<file path="src/rtl/dmem_arbiter.sv">
// dmem_arbiter: shares one single-port 64-bit data memory between the pipeline (P) and debug/loader (D) ports
//
// One doubleword transaction runs at a time. Simultaneous requests are served
// round-robin. A request sampled in IDLE at edge t drives mem_en in cycle t+1
// and completes (done pulse) in cycle t+1+MEM_LAT.
//
// Ports:
//   clk, rst                     clock, synchronous active-high reset
//   p_req/p_we/p_addr/p_wdata    pipeline request (level, held until p_done)
//   p_rdata/p_done/p_stall       pipeline read data, completion pulse, hold request
//   d_req/d_we/d_addr/d_wdata    debug/loader request (level, held until d_done)
//   d_rdata/d_done               debug read data, completion pulse
//   mem_en/mem_we/mem_addr       memory strobe, write strobe, doubleword-aligned address
//   mem_wdata/mem_rdata          memory write/read data
//   misalign                     sticky: some granted request had addr[2:0] != 0
//
// Optional build macro DMEM_ARB_STATS_EN adds the saturating 16-bit counters
// conflict_cnt (IDLE cycles with both requests) and p_wait_cnt (p_stall cycles).
module dmem_arbiter #(
    parameter int ADDR_W  = 10,
    parameter int DATA_W  = 64,
    parameter int MEM_LAT = 2
) (
`ifdef DMEM_ARB_STATS_EN
    output logic [15:0]       conflict_cnt,
    output logic [15:0]       p_wait_cnt,
`endif
    input  logic              clk,
    input  logic              rst,
    input  logic              p_req,
    input  logic              p_we,
    input  logic [ADDR_W-1:0] p_addr,
    input  logic [DATA_W-1:0] p_wdata,
    output logic [DATA_W-1:0] p_rdata,
    output logic              p_done,
    output logic              p_stall,
    input  logic              d_req,
    input  logic              d_we,
    input  logic [ADDR_W-1:0] d_addr,
    input  logic [DATA_W-1:0] d_wdata,
    output logic [DATA_W-1:0] d_rdata,
    output logic              d_done,
    output logic              mem_en,
    output logic              mem_we,
    output logic [ADDR_W-1:0] mem_addr,
    output logic [DATA_W-1:0] mem_wdata,
    input  logic [DATA_W-1:0] mem_rdata,
    output logic              misalign
);

    typedef enum logic [1:0] {IDLE, ACCESS, WAIT, DONE} state_t;

    state_t              state, nstate;
    logic [1:0]          cnt;
    logic                g_p;
    logic                last_p;
    logic                we_q;
    logic [ADDR_W-1:3]   addr_q;
    logic [DATA_W-1:0]   wdata_q;
    logic [DATA_W-1:0]   p_rdata_q, d_rdata_q;
    logic                grant, grant_p;
    logic                sel_we;
    logic [ADDR_W-1:0]   sel_addr;
    logic [DATA_W-1:0]   sel_wdata;

    // P wins unless D is also requesting and P was served last.
    always_comb begin
        grant     = (state == IDLE) & (p_req | d_req);
        grant_p   = p_req & (~d_req | ~last_p);
        sel_we    = grant_p ? p_we    : d_we;
        sel_addr  = grant_p ? p_addr  : d_addr;
        sel_wdata = grant_p ? p_wdata : d_wdata;
    end

    always_ff @(posedge clk) begin
        if (rst)
            state <= IDLE;
        else
            state <= nstate;
    end

    // WAIT is left when the counter reaches 1, giving MEM_LAT-1 WAIT cycles.
    always_comb begin
        nstate = state;
        case (state)
            IDLE:    nstate = (p_req | d_req) ? ACCESS : IDLE;
            ACCESS:  nstate = (MEM_LAT == 1) ? DONE : WAIT;
            WAIT:    nstate = (cnt == 2'd1) ? DONE : WAIT;
            default: nstate = IDLE;
        endcase
    end

    always_ff @(posedge clk) begin
        if (rst) begin
            cnt       <= '0;
            g_p       <= 1'b0;
            last_p    <= 1'b0;
            we_q      <= 1'b0;
            addr_q    <= '0;
            wdata_q   <= '0;
            p_rdata_q <= '0;
            d_rdata_q <= '0;
            misalign  <= 1'b0;
        end else begin
            if (grant) begin
                g_p      <= grant_p;
                last_p   <= grant_p;
                we_q     <= sel_we;
                addr_q   <= sel_addr[ADDR_W-1:3];
                wdata_q  <= sel_wdata;
                misalign <= misalign | (sel_addr[2:0] != 3'b000);
            end
            if (state == ACCESS)
                cnt <= 2'(MEM_LAT - 1);
            else if (state == WAIT)
                cnt <= cnt - 2'd1;
            if (state == DONE && !we_q && g_p)
                p_rdata_q <= mem_rdata;
            if (state == DONE && !we_q && !g_p)
                d_rdata_q <= mem_rdata;
        end
    end

    // Read data is forwarded straight from memory in the DONE cycle so it is
    // already valid while the done pulse is high; the register holds it after.
    always_comb begin
        mem_en    = state == ACCESS;
        mem_we    = mem_en & we_q;
        mem_addr  = {addr_q, 3'b000};
        mem_wdata = wdata_q;
        p_done    = (state == DONE) & g_p;
        d_done    = (state == DONE) & ~g_p;
        p_rdata   = (p_done & ~we_q) ? mem_rdata : p_rdata_q;
        d_rdata   = (d_done & ~we_q) ? mem_rdata : d_rdata_q;
        p_stall   = p_req & ~p_done;
    end

`ifdef DMEM_ARB_STATS_EN
    always_ff @(posedge clk) begin
        if (rst) begin
            conflict_cnt <= '0;
            p_wait_cnt   <= '0;
        end else begin
            if (state == IDLE && p_req && d_req && conflict_cnt != 16'hFFFF)
                conflict_cnt <= conflict_cnt + 16'd1;
            if (p_stall && p_wait_cnt != 16'hFFFF)
                p_wait_cnt <= p_wait_cnt + 16'd1;
        end
    end
`endif

endmodule

</file>
<file path="config.mk">
export PLATFORM = sky130hd
export DESIGN_NAME = dmem_arbiter
export DESIGN_NICKNAME = d
export VERILOG_FILES = /design/src/rtl/dmem_arbiter.sv
export SDC_FILE = /design/constraint.sdc
export NUM_CORES = 1
export LEC_CHECK = 0
export ABC_CLOCK_PERIOD_IN_PS = 5100
export CORE_AREA = 2 2 168 170
export CTS_CLUSTER_SIZE = 25
export DETAILED_ROUTE_END_ITERATION = 8
export DIE_AREA = 0 0 170 172
export GPL_ROUTABILITY_DRIVEN = 0
export HOLD_SLACK_MARGIN = 0.03
export PLACE_DENSITY_LB_ADDON = 0.2
export SYNTH_ARGS = -nofsm -noshare
export SYNTH_HDL_FRONTEND = slang
export SYNTH_SLANG_ARGS = --single-unit
</file>
<file path="constraint.sdc">
create_clock -name clk -period 5.1 [get_ports clk]
set_input_delay 0.765 -clock clk [delete_from_list [all_inputs] [get_ports clk]]
set_output_delay 0.765 -clock clk [all_outputs]
set_load 0.02 [all_outputs]
</file>
=== Word-level counts from Yosys, hierarchy flattened ===
Index checks and enable logic that the tools add are counted.

* Flip-flop bits (word level): 206
* Input port bits: 218
* Output and inout bits: 208

* Add/subtract/negate cells: 1
* Equal/unequal tests: 4
* Muxes and demuxes: 10
* Bitwise operators: 15
* Reductions and logical operators: 9

{| class="wikitable"
|+ Operator list
! kind !! number
|-
| $mux W64 || 3
|-
| $mux W10 || 1
|-
| $and A1 B1 Y1 || 8
|-
| $pmux W2 S3 || 1
|-
| $mux W1 || 5
|-
| $eq A2 B1 Y1 const B || 2
|-
| $eq A2 B2 Y1 const B || 2
|-
| $not A1 Y1 || 4
|-
| $logic_and A1 B1 Y1 || 3
|-
| $or A1 B1 Y1 || 3
|-
| $reduce_bool A3 Y1 || 1
|-
| $logic_not A1 Y1 || 2
|-
| $logic_not A2 Y1 || 1
|-
| $reduce_bool A2 Y1 || 1
|-
| $reduce_or A2 Y1 || 1
|-
| $sub A2 B1 Y2 const B || 1
|}

=== Depth between registers and ports, before layout ===
Gate-level depths: netlist of the first run.

* Depth in word-level cells: 6
* Depth in mapped cells: 7
* Gate-level depth less buffers: 5

=== Worst setup path before layout of the first run ===
OpenSTA, ideal clock, no wires.

* Path type: register to output
* From: reg state[0]
* To: out d_rdata[60]
* Arrival time: 1512 ps
* Data required time: 4335 ps
* Setup slack: 2823 ps
* Stages on the path, launching flop included: 6
* Path through: dfxtp_1 ha_1 nor3b_1 buf_2 buf_4 mux2_1

* Cells in the longest elaborated chain, start to end: 4

{| class="wikitable"
|+ Ends and longest elaborated chain
! element !! RTL line !! text
|-
| from (decl) || 53 || <nowiki>state_t state, nstate;</nowiki>
|-
| from (signal assigned) || 79 || <nowiki>state <= nstate;</nowiki>
|-
| $eq A2 B2 Y1 || 132 || <nowiki>d_done = (state == DONE) & ~g_p;</nowiki>
|-
| $and A1 B1 Y1 || 132 ||
|-
| $and A1 B1 Y1 || 134 || <nowiki>d_rdata = (d_done & ~we_q) ? mem_rdata : d_rdata_q;</nowiki>
|-
| $mux W64 || 134 ||
|-
| to (decl) || 41 || <nowiki>output logic [DATA_W-1:0] d_rdata,</nowiki>
|}

Every way passes these cells.

=== Final worst setup path of the first run ===
* From: reg state[0]
* To: out d_rdata[1]

The elaborated chain is that of the path after synthesis.

==> impl_summary.log, run 1 <==
INFO  metric timing_max_transition_violations_final = 0
INFO  metric yosysTopAreaCell = sky130_fd_sc_hd__dfxtp_1
INFO  metric cell_count_post_placement = around 1500
INFO  metric floorplan.core_area = approximately 0.027 sq mm
INFO  metric filler_cells = 2566
INFO  metric place.detailed.hpwl = 19000 um
INFO  metric timing.max_slew.rel_slack = roughly 37%
INFO  metric place_ws = 1.81 ns
INFO  metric clock_sink_count = around 210
INFO  metric place.port_buffers = 422
INFO  metric proportion_of_synthesized_chip_area_in_sequential_cells = between 40% and 50%
INFO  metric final_core_util = between 50% and 60%
INFO  metric initial_utilization = a little under a third
INFO  metric ys.warnings.count = 0
INFO  metric synth_top_area_share = between 40% and 50%
INFO  metric setup.worst_path.class = reg2out
INFO  metric max_cap_violations = 0
INFO  metric synth_area_per_cell = roughly 11 sq um
INFO  metric wire_length_of_the_first_global_routing_pass = between 30000 and 40000 um
INFO  metric holdCritPathClass = reg2reg
INFO  metric fin_setup_tns = 0 ns
INFO  metric die_height = ~170 um
INFO  metric clk_latency_worst_skew_pair = approximately 0.51 ns
INFO  metric instances_no_fill = 1533
INFO  metric synth-compound-area-share = just under 7%
INFO  metric row_count = roughly 60
INFO  metric drt_first_pass_iters = 4
INFO  metric hold_viol_final = 0
INFO  metric layout_min_cycle_time = between 3 and 4 ns
INFO  metric post-route-cell-area = roughly 0.014 sq mm
INFO  metric required = 4.34 ns
INFO  metric synth-seq-cells = 206
INFO  metric vias_in_the_first_global_route = ~6700
INFO  metric post_route_cells_drive_above_1_share = 10.1%
INFO  metric xor_and_xnor_fraction_of_the_mapped_netlist_area = 0%
INFO  metric setup_viol = 0
INFO  metric synth_cell_type_count = 28
INFO  metric ir_drop = 0.250 mV
INFO  metric cpLargestDelayFamily = buffers and inverters
INFO  metric cts.reportedPaths.clkPinSlew = 0.06 ns
INFO  metric wire_per_inst = between 15 and 20 um
INFO  metric syn-cell-area = approximately 0.0085 sq mm
INFO  metric placed_area = between 0.01 and 0.015 sq mm
INFO  metric via_count = ~7000
INFO  metric cp_cell_sequence = ha_1, nor3b_2, buf_4, mux2_2, clkdlybuf4s50_1
INFO  metric floorplan.die.width = 170 um
INFO  metric detail_route.vias_per_cell = around 4.6
INFO  metric setup_clock_skew_after_layout = 0.00913 ns
INFO  metric status = completed
INFO  metric pin_count = around 430
INFO  metric timing_worst_slew_pin_value = 0.941 ns
INFO  metric crit_buf_inv = 2
INFO  metric overall_global_routing_usage = 17.0%
INFO  metric synthesized_area_fraction_occupied_by_adder_cells = 0.736%
INFO  metric critical_path.max_stage_delay = 0.66 ns
INFO  metric maxClockFrequency = 0.261 GHz
INFO  metric timing.critical_path.to_type = output port
INFO  metric ctsResizeCount = 0
INFO  metric clk_path_buf_depth = 3
INFO  metric worst_path_max_delay_cell = sky130_fd_sc_hd__buf_4
INFO  metric main_combinational_cell_family_by_area_after_synthesis = multiplexers
INFO  metric cts-htree-levels = 1
INFO  metric number_of_antenna_violations_at_the_first_check_in_global_routing = 1
INFO  metric tritoncts = yes
INFO  metric cp.arrival = 3.07 ns
INFO  metric antennaDiodeCount = 0
INFO  metric post_cts.repair.setup_buffers = 0
INFO  metric clock_buffer_count_from_cts = 24
INFO  metric grt_max_degree = between 100 and 150
INFO  metric muxShareOfSynthArea = approximately a quarter
INFO  metric syn_inst = 775
INFO  metric final_nets = approximately 1400
INFO  metric grt.overflow.total = 0
INFO  metric post_synth_main_area_contributors = sky130_fd_sc_hd__dfxtp_1 49%, sky130_fd_sc_hd__nor2b_1 9.6%, sky130_fd_sc_hd__mux2_2 8.9%
INFO  metric cts_root_buffer = sky130_fd_sc_hd__clkbuf_16
INFO  metric power.density_cell_area = between 300 and 400 mW/mm^2
INFO  metric cts-hold-fix-buffers = 0
INFO  metric design.die.area = between 0.02 and 0.03 sq mm
INFO  metric drt.antenna.violating_nets = 0
INFO  metric drtIter0Drc = 340
INFO  metric final.period_utilization = between 70% and 80%
INFO  metric routed_wirelength = ~26000 um
INFO  metric area_overhead_vs_synth = 62.1%
INFO  metric crit_path_start_kind = flip-flop
INFO  metric share_of_synthesized_cell_area_in_and_or_nand_and_nor_gates = roughly 14%
INFO  metric grt_setup_unrepaired = no
INFO  metric post-route-worst-setup-slack = about 1.3 ns
INFO  metric worst_path_fanout_max = 64
INFO  metric drt_drc_violations_left = 0
INFO  metric leakage_component_of_the_power = 5.53 nW
==> registers in the layout, indices dropped and copies added (netlist names) <==
name	cells
addr_q	7
cnt	2
d_rdata_q	64
last_p	1
mem_wdata	64
misalign	1
p_rdata_q	64
state	2
we_q	1
==> cell families (layout without fill, tap and decap cells) <==
logic type                 Yosys count  in the layout
buffers and inverters               68            478
other                                1              3
and+or+nand+nor                    216            216
AOI/OAI and AO/OA                   78             78
DFF                                206            206
adders and majority gates            5              5
muxes                              201            201
==> layout make-up <==
class	count	area, sq um	share of cell area (%)
tap	346	433	3.14
multi-input combinational	503	4020	29.2
timing repair buffer	432	4330	31.4
inverter	4	15.0	0.109
sequential	206	4120	29.9
clock buffer	36	747	5.42
clock inverter	6	111	0.809
==> Yosys cell counts (all sizes together) <==
cell type	instances
nor2	74
a21oi	2
mux2	128
a311oi	1
nor3b	1
nand2b	1
o21a	1
ha	5
inv	4
dfxtp	206
and2	2
a211oi	72
nor2b	131
buf	28
nand2	1
a21boi	1
conb	1
o32ai	1
nor4b	1
clkbuf	36
mux2i	73
nor3	3
nand3b	1
nor4	1
==> cells in the final DEF, fill, tap and decap left out, types with 2 or more instances in the layout <==
master                            instances
sky130_fd_sc_hd__clkdlybuf4s50_1        421
sky130_fd_sc_hd__dfxtp_1                206
sky130_fd_sc_hd__nor2b_1                131
sky130_fd_sc_hd__nor2_1                  74
sky130_fd_sc_hd__mux2i_1                 73
sky130_fd_sc_hd__a211oi_1                72
sky130_fd_sc_hd__mux2_2                  67
sky130_fd_sc_hd__mux2_1                  61
sky130_fd_sc_hd__clkbuf_16               25
sky130_fd_sc_hd__clkbuf_8                 8
sky130_fd_sc_hd__buf_4                    8
sky130_fd_sc_hd__ha_1                     5
sky130_fd_sc_hd__inv_1                    4
sky130_fd_sc_hd__nor3_1                   3
sky130_fd_sc_hd__conb_1                   3
sky130_fd_sc_hd__bufinv_16                3
sky130_fd_sc_hd__clkbuf_1                 3
sky130_fd_sc_hd__and2_1                   2
sky130_fd_sc_hd__a21oi_1                  2
sky130_fd_sc_hd__buf_12                   2
==> routing by layer <==
metal	vias up	part of all wire (%)	routed length, um	track usage [%]
li1	3464	-	-	-
met1	3199	39	10300	19.2
met2	276	48	12600	29.5
met3	39	11	2870	7.19
met4	2	2.4	627	5.05
met5	-	0.049	13	0
==> worst min-delay path, stage by stage, from the launching register on <==
cell                      delay, ns
sky130_fd_sc_hd__dfxtp_1       0.31
sky130_fd_sc_hd__inv_1         0.05
sky130_fd_sc_hd__o32ai_1       0.06
==> through the flow <==
stage	hold WS (ns)	power [W]
2_1_floorplan	0.485	0.00254
3_3_place_gp	0.446	0.00316
3_5_place_dp	0.454	0.00316
4_1_cts	0.466	0.00504
5_1_grt	0.492	0.00520
6_report	0.464	0.00496
==> path summary, 6_finish.rpt <==
path | startpoint | to | slack (ns) | cells past startpoint
setup / recovery | state[0] | d_rdata[1] | 1.26 | 5
hold / removal | misalign | misalign | 0.46 | 2
setup reg to reg | state[0] | d_rdata_q[1] | 2.83 | 5
hold reg to reg | misalign | misalign | 0.46 | 2
==> report_power, final <==
part	switching, W	internal [W]
sequential	0.0000777	0.00177
clock	0.000684	0.00116
combinational	0.000641	0.000637
total	0.00140	0.00356
Power figures use the tool's default switching activity.
==> run 2: changes to the inputs <==
--- a/config.mk
+++ b/config.mk
@@ -5,11 +5,11 @@
 export SDC_FILE = /design/constraint.sdc
 export NUM_CORES = 1
 export LEC_CHECK = 0
-export ABC_CLOCK_PERIOD_IN_PS = 5100
-export CORE_AREA = 2 2 168 170
+export ABC_CLOCK_PERIOD_IN_PS = 3500
+export CORE_AREA = 2 2 164 166
 export CTS_CLUSTER_SIZE = 25
 export DETAILED_ROUTE_END_ITERATION = 8
-export DIE_AREA = 0 0 170 172
+export DIE_AREA = 0 0 166 168
 export GPL_ROUTABILITY_DRIVEN = 0
 export HOLD_SLACK_MARGIN = 0.03
 export PLACE_DENSITY_LB_ADDON = 0.2
==> constraint.sdc (replaced) <==
create_clock -name clk -period 3.5 [get_ports clk]
set_input_delay 0.525 -clock clk [delete_from_list [all_inputs] [get_ports clk]]
set_output_delay 0.525 -clock clk [all_outputs]
set_load 0.02 [all_outputs]
==> run 2 against run 1 <==
Cell area grew 0.12%. Register-to-register slack worse by 1.3 ns. Global-route usage is 0.98 points higher. Sequential share of layout area barely moved. Core utilization up 2.2 points. Clock power increased by 36%.
==> impl_summary.log, run 2 (synthesis results as in run 1) <==
INFO  metric power.density_cell_area = approximately 500 mW/mm^2
INFO  metric most_frequent_cells_in_the_layout = 421 x sky130_fd_sc_hd__clkdlybuf4s50_1, 206 x sky130_fd_sc_hd__dfxtp_1, 131 x sky130_fd_sc_hd__nor2b_1
INFO  metric pin_count = about 430
INFO  metric grt_max_degree = a little over 100
INFO  metric row_count = 60
INFO  metric place_ws = 0.782 ns
INFO  metric holdCritPathClass = reg2reg
INFO  metric worst_path_fanout_max = 64
INFO  metric timing.max_slew.rel_slack = 44.8%
INFO  metric clk_latency_worst_skew_pair = a little over 0.5 ns
INFO  metric vias_in_the_first_global_route = about 6800
INFO  metric setup_clock_skew_after_layout = just under 0.008 ns
INFO  metric ctsResizeCount = 0
INFO  metric wire_per_inst = 17.1 um
INFO  metric number_of_antenna_violations_at_the_first_check_in_global_routing = 1
INFO  metric layout_min_cycle_time = approximately 3.2 ns
INFO  metric crit_path_start_kind = flip-flop
INFO  metric r2r_start = state[0]
INFO  metric final_nets = approximately 1400
INFO  metric initial_utilization = between 30% and 40%
INFO  metric status = completed
INFO  metric met2_usage = 31.4%
INFO  metric grtUsageMet1 = between 20% and 30%
INFO  metric grt_setup_unrepaired = no
INFO  metric routed_wirelength = around 26000 um
INFO  metric cts-htree-levels = 1
INFO  metric drt_drc_violations_left = 0
INFO  metric max_cap_violations = 0
INFO  metric drt.antenna.violating_nets = 0
INFO  metric design.die.area = between 0.02 and 0.03 sq mm
INFO  metric wire_length_of_the_first_global_routing_pass = approximately 40000 um
INFO  metric timing_max_transition_violations_final = 0
INFO  metric timing_worst_slew_pin_value = about 0.83 ns
INFO  metric worstSetupStartpoint = state[0]
INFO  metric post_cts.repair.setup_buffers = 0
INFO  metric clock_buffer_count_from_cts = 24
INFO  metric gr-usage-met3 = under 10%
INFO  metric post-route-worst-setup-slack = between 0.2 and 0.3 ns
INFO  metric post_route_cells_drive_above_1_share = approximately 10%
INFO  metric leakage_component_of_the_power = approximately 5.5 nW
INFO  metric fin_setup_tns = 0 ns
INFO  metric cts_root_buffer = sky130_fd_sc_hd__clkbuf_16
INFO  metric r2r_cells = 5
INFO  metric drt_first_pass_iters = 4
INFO  metric hold-path-cell-count = 2
INFO  metric cell_count_post_placement = around 1500
INFO  metric setup_viol = 0
INFO  metric final.period_utilization = 92.0%
INFO  metric ir_drop = ~0.32 mV
INFO  metric instances_no_fill = 1533
INFO  metric cp.arrival = between 2 and 3 ns
INFO  metric maxClockFrequency = between 0.3 and 0.4 GHz
INFO  metric cts-hold-fix-buffers = 0
INFO  metric floorplan.core_area = 0.0264 sq mm
INFO  metric place.detailed.hpwl = 19200 um
INFO  metric timing.hold.worst.start = misalign
INFO  metric setup.worst_path.class = reg2out
INFO  metric required = approximately 3.0 ns
INFO  metric tritoncts = yes
INFO  metric clk_path_buf_depth = 3
INFO  metric grt.overflow.total = 0
INFO  metric area_overhead_vs_synth = 62.3%
INFO  metric clock_sink_count = 206
INFO  metric die_height = approximately 170 um
INFO  metric hold_viol_final = 0
INFO  metric drtIter0Drc = 321
INFO  metric mostFrequentLayoutCell = sky130_fd_sc_hd__clkdlybuf4s50_1
INFO  metric floorplan.die.width = approximately 170 um
INFO  metric cts.reportedPaths.clkPinSlew = roughly 0.060 ns
INFO  metric overall_global_routing_usage = 18.0%
INFO  metric via_count = slightly below 7000
INFO  metric setup.reg_to_reg.worst_slack = between 1.5 and 2 ns
INFO  metric gr-max-usage-layer = met2
INFO  metric place.port_buffers = between 400 and 500
INFO  metric timing.critical_path.to_type = output port
INFO  metric detail_route.vias_per_cell = 4.52
==> run 2: cell type report <==
class                      count  area (sq um)
tap                          341           427
clock inverter                 3          43.8
multi-input combinational    503          4020
timing repair buffer         435          4400
fill                        2413         12600
antenna                        1          2.50
clock buffer                  40           762
inverter                       4          15.0
sequential                   206          4120
==> run 2: final timing paths <==
| kind | to |
|---|---|
| max | d_rdata[1] |
| min | misalign |
| max reg2reg | d_rdata_q[21] |
| min reg2reg | misalign |
==> run 2: worst max-delay path, stage by stage (launching register included) <==
cell	delay [ns]
sky130_fd_sc_hd__dfxtp_1	0.35
sky130_fd_sc_hd__ha_1	0.22
sky130_fd_sc_hd__nor3b_2	0.26
sky130_fd_sc_hd__buf_12	0.36
sky130_fd_sc_hd__mux2_2	0.39
sky130_fd_sc_hd__clkdlybuf4s50_1	0.58
==> run 2: metrics by stage <==
step | hold slack (ns) | instance area (sq um) | total power [W] | util (%)
after global placement | 0.442 | 13000 | 0.00461 | 49.3
after CTS | 0.458 | 13800 | 0.00718 | 52.3
after global routing | 0.499 | 13800 | 0.00744 | 52.3
after floorplan | 0.485 | 8510 | 0.00370 | -
after detailed placement | 0.448 | 13000 | 0.00463 | 49.3
final | 0.460 | 13800 | 0.00707 | 52.3
==> run 2: routing by layer <==
metal,routed length (um),vias up
li1,-,3470
met1,10300,3156
met2,12800,270
met3,2570,35
met4,584,0
met5,0,-
==> run 2: report_power, final <==
part	total, W	internal, W	switching, W
clock network	0.00251	0.00155	0.000962
registers	0.00268	0.00257	0.000109
logic	0.00188	0.000947	0.000934
total	0.00707	0.00507	0.00201
==> patch, RTL diff (settings of run 1) <==
Change the parameter `ADDR_W` from 10 to 11.
--- a/src/rtl/dmem_arbiter.sv
+++ b/src/rtl/dmem_arbiter.sv
@@ -19,3 +19,3 @@
 module dmem_arbiter #(
-    parameter int ADDR_W  = 10,
+    parameter int ADDR_W  = 11,
     parameter int DATA_W  = 64,
Interface: changed (resized d_addr, mem_addr and p_addr); port bits go from 426 to 429. The function was not compared with the original's and may differ.
==> patch against run 1 <==
  * Clock skew increased by 4.2 ps
  * Cell area rose by 2.1%
  * Total power fell by 0.13%
  * Register-to-register slack improved by 140 ps
  * Worst hold slack better by 7.1 ps
  * Maximum frequency grew 5.7%
  * First-iteration DRC count down 17%
  * Die area unchanged
  * Worst setup slack improved by 210 ps
  * Sequential cell count rose by 1
  * Area after synthesis increased by 3.1%
  * Wire length is 2.0% higher
==> patch: results (changes against run 1) <==
* Crit path max-delay family: buffers and inverters
* Post-CTS resize count at 0 (unchanged)
* Met3 Use GR at 7.507% (+0.32 points)
* CTS H-tree depth at 1 (unchanged)
* Synth cell types at 29 (+3.6%)
* Syn avg cell area at 11.25 sq um (+2.6%)
* Outcome: complete, no violations
* Register area share after synthesis at 47.28% (-1.2 points)
* Ranking of synthesized cells by area: dfxtp_1, mux2_4, nor2b_1, mux2i_1, mux2_2
* Input/output buffers at 425 (+0.71%)
* Final HPWL DP at 19360 um (+1.7%)
* Drt pass-1 iters at 4 (unchanged)
* Largest net degree at the start of global routing at 106 (-7.0%)
* Top cells by count, synth: dfxtp_1, nor2b_1, nor2_1, mux2i_1, a211oi_1
* Vias in the first global route at 6906 (+2.6%)
* Total wire length at 27020 um (+2.0%)
* Slowest-stage cell, CP: clkdlybuf4s50_1
* Initial DRC Count at 283 (-17%)
* Hold/Removal Path Class: flop to flop
* Fillers at 2568 (+0.078%)
* Ys Warns at 0 (unchanged)
* Lkg Pwr at 5.725 nW (+3.5%)
* CTS buffer count at 26 (+8.3%)
* First-pass GRT wire length at 39900 um (+2.9%)
* Met3 routed WL at 2988 um (+4.0%)
* Share of cells above drive strength 1 at 14.52% (+4.4 points)
* Slew @ Worst Pin at 960.1 ps (+19.50 ps)
* Drt wl/cell at 17.47 um (+1.2%)
* Initial antenna violation count at 4 (+3)
* DR vias at 7097 (+1.7%)
* GR Util met1 at 19.36% (+0.21 points)
* GRT busiest layer: met2
* Met2 routed WL at 13080 um (+3.6%)
* Arr. time, crit path at 2870 ps (-200 ps)
* Final net count at 1403 (+0.65%)
* Crit-path max cell delay at 570 ps (-90 ps)
* Bufs on Longest Clock Path at 3 (unchanged)
* Clk slew on worst S/H paths at 60 ps (about the same)
* Clock root cell: clkbuf_16
* Metal-1 WL at 10410 um (+0.68%)
* Grt met2 use at 31.09% (+1.6 points)
* Worst-Skew Late Latency at ~520 ps
* Clock Skew at 13.37 ps (+4.239 ps)
* Max Used Layer: met5
* GRT Overall Usage at 17.50% (+0.47 points)
* Max VDD drop at 206.6 uV (-17%)
* Post-CTS setup repair buffer count at 0 (unchanged)
* Asr flop ratio synth at 0% (unchanged)
* Crit path max fanout at 43 (-33%)
patch: tightest hold or removal path: cells and delay by family, from the launching register on:
kind            cells  cell delay (ps)
buf+inv             1               50
flops               1              310
compound gates      1               60
patch: stage by stage:
step	hold slack (ps)	utilization, %	total power (W)	worst slack [ps]	cell area [sq um]
floorplan	485.3	-	0.002571	2823	8772
global placement	440.5	48.07	0.003193	2045	13210
detailed placement	451.7	48.07	0.003201	1995	13210
CTS	466.9	51.17	0.005040	1439	14060
global route	503.3	51.18	0.005207	1321	14060
finish	471.4	51.19	0.004958	1469	14070
patch: final cells by class:
class,count,share of cell area (%)
antenna,2,0.03558
sequential,207,29.46
timing repair buffer,433,30.95
tap,346,3.078
multi-input combinational,506,30.31
inverter,4,0.1067
clock buffer,40,5.577
clock inverter,8,0.4803
patch: worst paths after layout:
check                              start     endpoint  slack (ps)  cells after the start
worst max register to register  state[0]     misalign        2970                      6
worst min-delay path            misalign     misalign         470                      2
worst max-delay path            state[0]  d_rdata[55]        1470                      5
worst min register to register  misalign     misalign         470                      2
patch: cells by family (layout without fill, tap and decap cells):
logic type | after synthesis | after routing | share of synthesized area (%)
other cells | 1 | 5 | 0.04279
buf+inv | 68 | 485 | 4.382
flops | 207 | 207 | 47.28
compound gates | 79 | 79 | 6.781
simple gates | 217 | 217 | 13.33
fa+ha+maj | 5 | 5 | 0.7138
mux | 202 | 202 | 27.47
patch: power breakdown:
part	internal [W]	switching, W	total (W)
Clock	0.00110	0.000698	0.00180
Sequential	0.00178	0.0000791	0.00186
Combinational	0.000654	0.000645	0.00130
